--- config.mk ---
export PLATFORM = sky130hd
export DESIGN_NAME = gcd_controller
export DESIGN_NICKNAME = d
export VERILOG_FILES = /design/src/rtl/gcd_controller.sv
export SDC_FILE = /design/constraint.sdc
export NUM_CORES = 1
export LEC_CHECK = 0
export BUFFER_PORTS_ARGS = -buffer_cell sky130_fd_sc_hd__buf_2
export CAP_MARGIN = 20
export CORE_MARGIN = 3
export CORE_UTILIZATION = 38
export DETAILED_ROUTE_END_ITERATION = 8
export GPL_TIMING_DRIVEN = 0
export HOLD_SLACK_MARGIN = 0.02
export SYNTH_ARGS = -nofsm -noshare
export SYNTH_HDL_FRONTEND = slang
export SYNTH_SLANG_ARGS = --single-unit
--- constraint.sdc ---
create_clock -name clk -period 1.9 [get_ports clk]
set_input_delay 0.38 -clock clk [delete_from_list [all_inputs] [get_ports clk]]
set_output_delay 0.38 -clock clk [all_outputs]
set_load 0.01 [all_outputs]
--- src/rtl/gcd_controller.sv ---
// Control FSM for the subtract-and-compare GCD datapath.
// Moore outputs, iteration counter with saturating abort limit.
module gcd_controller #(
  parameter int unsigned          CNT_W    = 16,
  parameter logic [CNT_W-1:0]     MAX_ITER = 16'hFFFF
) (
  input  logic             clk,
  input  logic             rst,
  input  logic             start,
  input  logic             lt,
  input  logic             gt,
  input  logic             eq,
  output logic             ldA,
  output logic             ldB,
  output logic             sel1,
  output logic             sel2,
  output logic             sel_in,
  output logic             busy,
  output logic             done,
  output logic             err,
  output logic [CNT_W-1:0] iter_cnt
);

  typedef enum logic [2:0] {
    S_IDLE,
    S_LOADA,
    S_LOADB,
    S_CHECK,
    S_SUBA,
    S_SUBB,
    S_DONE,
    S_ERR
  } state_t;

  localparam logic [CNT_W-1:0] ONE = {{(CNT_W-1){1'b0}}, 1'b1};

  state_t           state_q, state_d;
  logic [CNT_W-1:0] cnt_q, cnt_d;

  always_ff @(posedge clk or posedge rst) begin
    if (rst) begin
      state_q <= S_IDLE;
      cnt_q   <= '0;
    end else begin
      state_q <= state_d;
      cnt_q   <= cnt_d;
    end
  end

  always_comb begin
    state_d = state_q;
    cnt_d   = cnt_q;
    unique case (state_q)
      S_IDLE: begin
        if (start) begin
          state_d = S_LOADA;
          cnt_d   = '0;
        end
      end
      S_LOADA: state_d = S_LOADB;
      S_LOADB: state_d = S_CHECK;
      S_CHECK: begin
        // eq wins over the limit so an exact finish is never aborted
        if (eq)                    state_d = S_DONE;
        else if (cnt_q == MAX_ITER) state_d = S_ERR;
        else if (gt)               state_d = S_SUBA;
        else if (lt)               state_d = S_SUBB;
        else                       state_d = S_ERR;
      end
      S_SUBA, S_SUBB: begin
        state_d = S_CHECK;
        if (cnt_q != MAX_ITER) cnt_d = cnt_q + ONE;
      end
      S_DONE, S_ERR: begin
        if (!start) state_d = S_IDLE;
      end
      default: state_d = S_IDLE;
    endcase
  end

  always_comb begin
    ldA    = 1'b0;
    ldB    = 1'b0;
    sel1   = 1'b0;
    sel2   = 1'b0;
    sel_in = 1'b0;
    busy   = 1'b0;
    done   = 1'b0;
    err    = 1'b0;
    unique case (state_q)
      S_IDLE: ;
      S_LOADA: begin
        ldA    = 1'b1;
        sel_in = 1'b1;
        busy   = 1'b1;
      end
      S_LOADB: begin
        ldB    = 1'b1;
        sel_in = 1'b1;
        busy   = 1'b1;
      end
      S_CHECK: busy = 1'b1;
      S_SUBA: begin
        ldA  = 1'b1;
        busy = 1'b1;
      end
      S_SUBB: begin
        ldB  = 1'b1;
        sel1 = 1'b1;
        sel2 = 1'b1;
        busy = 1'b1;
      end
      S_DONE: done = 1'b1;
      S_ERR:  err  = 1'b1;
      default: ;
    endcase
  end

  assign iter_cnt = cnt_q;

endmodule

==> results.md <==
* Outcome: finished, final reports clean
* WL final at 3500 microns
* Htree depth at 1
* Largest net degree at the start of global routing at 20
* Post-DRT Antenna Nets at 0
* Final clock skew at 0.000912 ns
* Slew margin rel. at 49.7%
* Met1 Track Usage GR at 22.5%
* Met3 Track Usage GR at 3.64%
* Die Y at 64.9 microns
* N_diodes at 0
* Internal reg-to-reg setup slack at 0.16 ns
* Final Hold Fails at 0
* Placed cells at 227
* Synth-to-Final Area Change at 18.8%
* RSZ-0062 raised after global routing: yes
* GRT overflow at 0
* Clk buf depth at 2
* Non-Filler Instances at 232
* Tightest Hold Check Type: primary input to asynchronous set/reset pin
* Vias in the first global route at 1207
* Ys Warns at 0
* Root buf cell: clkbuf_4
* Port Buffers at 29
* Worst slew pin tran at 0.754 ns
* Critical path required time at 1.52 ns
* Clock Latency Late Sink at 0.30 ns
* Synth async-reset ratio at 100%
* Maximum operating frequency at 0.541 GHz
* Sequential fraction of the synthesis area at 36.1%
* HPWL after DPL at 2520 microns
* Endpoints failing setup at 0
* Reg2reg end: iter_cnt[0]$_DFFE_PP0P_
* Met2 Use GR at 29.8%
* Number of max-cap violations at 0
* Fill cell count at 328
* Routed length per instance at 15.1 microns
* Cell Area, Placed at 1520 sq um
* # DRC at 0
* Fraction of layout cells with a size suffix above 1 at 28.2%
* Crit Path Class: flip-flop to primary output
* R2r worst-path depth at 5
* Pleak at 0.728 nW
* Flops & latches, synth at 19
* Detailed Route Iter0 Violations at 110
* Ports at 30
* Max incr delay on CP at 0.44 ns
* Die X at 64.9 microns
* Netlist cell types at 49
* Minimum clock period at 1.85 ns
* Die Area at 4210 sq um
* VDD IR-drop max at 0.595 mV
* Clock transition at path regs at 0.11 ns
* Reg-to-Reg Start: iter_cnt[0]$_DFFE_PP0P_
* Nets@finish at 196
* Crit end category: primary output
* Worst Path Arrival at 1.47 ns
* First drt pass iteration count at 4
* Most common cell after layout, fill and taps aside: buf_2
* GRT busiest layer: met2
* Max-slew violations at 0
* Avg Inst Size Synth at 8.56 sq um
* Via count at 1351
* PwrDens at 1280 nW/um^2
* Startpoint Class: flip-flop
* Period utilisation layout at 97.3%
* Critical-path maximum fanout at 9
* Num CTS Buffers at 3
* CTS Sinks at 19
* Most frequent cells in the layout: 31 x buf_2, 18 x dfrtp_1, 15 x nand2_1
* Via/cell ratio at 5.82
* Standard-cell rows at 20
* Area of the core at 3180 sq um
* Setup WS pre-CTS at 0.0244 ns
* Slowest CP cell: dfrtp_2
* Starting utilization of the core area at 41.5%
* Worst setup margin at 0.0520 ns
* Mapped Cells at 154
* First-pass GRT wire length at 5780 microns
* CTS tree: done
* Ys flop type: dfrtp_1
* Gpl congestion at 0.854
* Final instance area at 1570 sq um
* Syn Nets at 161
* Number of flops mapped to enable cells by yosys at 0
* Initial antenna violation count at 0
* Worst-path cell chain: nor2b_1, clkbuf_8, and2_4, a21o_1, buf_2
* Synthesized area at 1320 sq um
* GRT Total Usage at 17.4%
==> cell type report <==
cell class / instances / area (sq um) / area share (%)
Multi-Input combinational cell: 120 / 754 / 48.2
Tap cell: 44 / 55.1 / 3.51
Inverter: 3 / 11.3 / 0.719
Timing Repair Buffer: 32 / 168 / 10.7
Sequential cell: 19 / 477 / 30.4
Buffer: 10 / 75.1 / 4.79
Clock buffer: 4 / 26.3 / 1.68
==> per-layer routing <==
layer / vias up / routed length [microns]
met5: - / 0
met3: 4 / 162
met2: 42 / 1660
met1: 642 / 1660
met4: 0 / 21
li1: 663 / -
==> stage by stage <==
step | utilization, % | total power (W) | hold slack, ns | setup TNS, ns
5_1_grt | 49.3 | 0.00218 | 0.257 | -0.0231
2_1_floorplan | - | 0.00141 | 0.331 | 0
3_3_place_gp | 47.8 | 0.00174 | 0.550 | 0
6_report | 49.3 | 0.00200 | 0.186 | 0
3_5_place_dp | 47.8 | 0.00176 | 0.545 | 0
4_1_cts | 49.1 | 0.00201 | 0.219 | 0
==> logic make-up (layout without fill, tap and decap cells) <==
kind of cell	after synthesis	in the layout	share of synthesized area [%]
AO/OA/AOI/OAI	36	36	19.0
XOR/XNOR	2	2	1.33
adder cells (fa/ha/maj)	1	1	0.949
buffers and inverters	15	49	6.93
flip-flops	19	19	36.1
multiplexers	1	1	0.759
AND/OR/NAND/NOR	80	80	35.0
==> report_power, final <==
group          switching [W]  total (W)  internal (W)
combinational       0.000619    0.00107      0.000454
sequential          0.000177   0.000712      0.000534
clock               0.000137   0.000218     0.0000819
total               0.000933    0.00200       0.00107
==> worst max-delay path: cells and delay by family (launching register included) <==
family                 cells  cell delay, ns
buffers and inverters      2            0.29
AOI/OAI and AO/OA          1            0.14
DFF                        1            0.44
and+or+nand+nor            2            0.30
==> sequential cells by signal (all words and copies together) (netlist names) <==
signal and cells:
iter_cnt 16, state_q 3
==> cells in the mapped netlist, types with 2 or more instances <==
master    count  share of area (%)
nor2_1       11                3.1
clkbuf_1      4                1.1
nand3_1      13                4.9
nor2b_1       3                1.4
xnor2_1       2                1.3
a31oi_1       4                1.9
a21oi_1       7                2.7
and4_1        2                1.3
clkbuf_8      2                2.1
and3_1        6                2.8
o21ai_0       7                2.7
nand2_1      15                4.3
nor4_1        4                1.9
o311ai_0      5                3.3
buf_2         2               0.76
dfrtp_1      19                 36
nand4_1       6                2.8
nor3_1        9                3.4
inv_1         3               0.85
==> worst max-delay path by stage <==
stage / cells after the start / slack [ns] / startpoint / to
final: 5 / 0.05 / state_q[2]$_DFFE_PP0P_ / ldB
after global routing: 5 / -0.02 / state_q[2]$_DFFE_PP0P_ / ldB
after CTS: 5 / 0.009 / state_q[2]$_DFFE_PP0P_ / ldB
after detailed placement: 6 / 0.02 / start / iter_cnt[3]$_DFFE_PP0P_
after global placement: 6 / 0.1 / start / iter_cnt[3]$_DFFE_PP0P_
after floorplan: 4 / 0.28 / iter_cnt[1]$_DFFE_PP0P_ / iter_cnt[2]$_DFFE_PP0P_
==> what timing repair did <==
| action | in CTS | in global routing |
|---|---|---|
| hold endpoints to repair | 0 | 0 |
| hold buffers | 0 | 0 |
| setup endpoints to repair | 7 | 10 |
| buffers inserted | 2 | 1 |
| pin swaps | 0 | 1 |
| gates resized for setup | 2 | 3 |
Power figures use the tool's default switching activity.
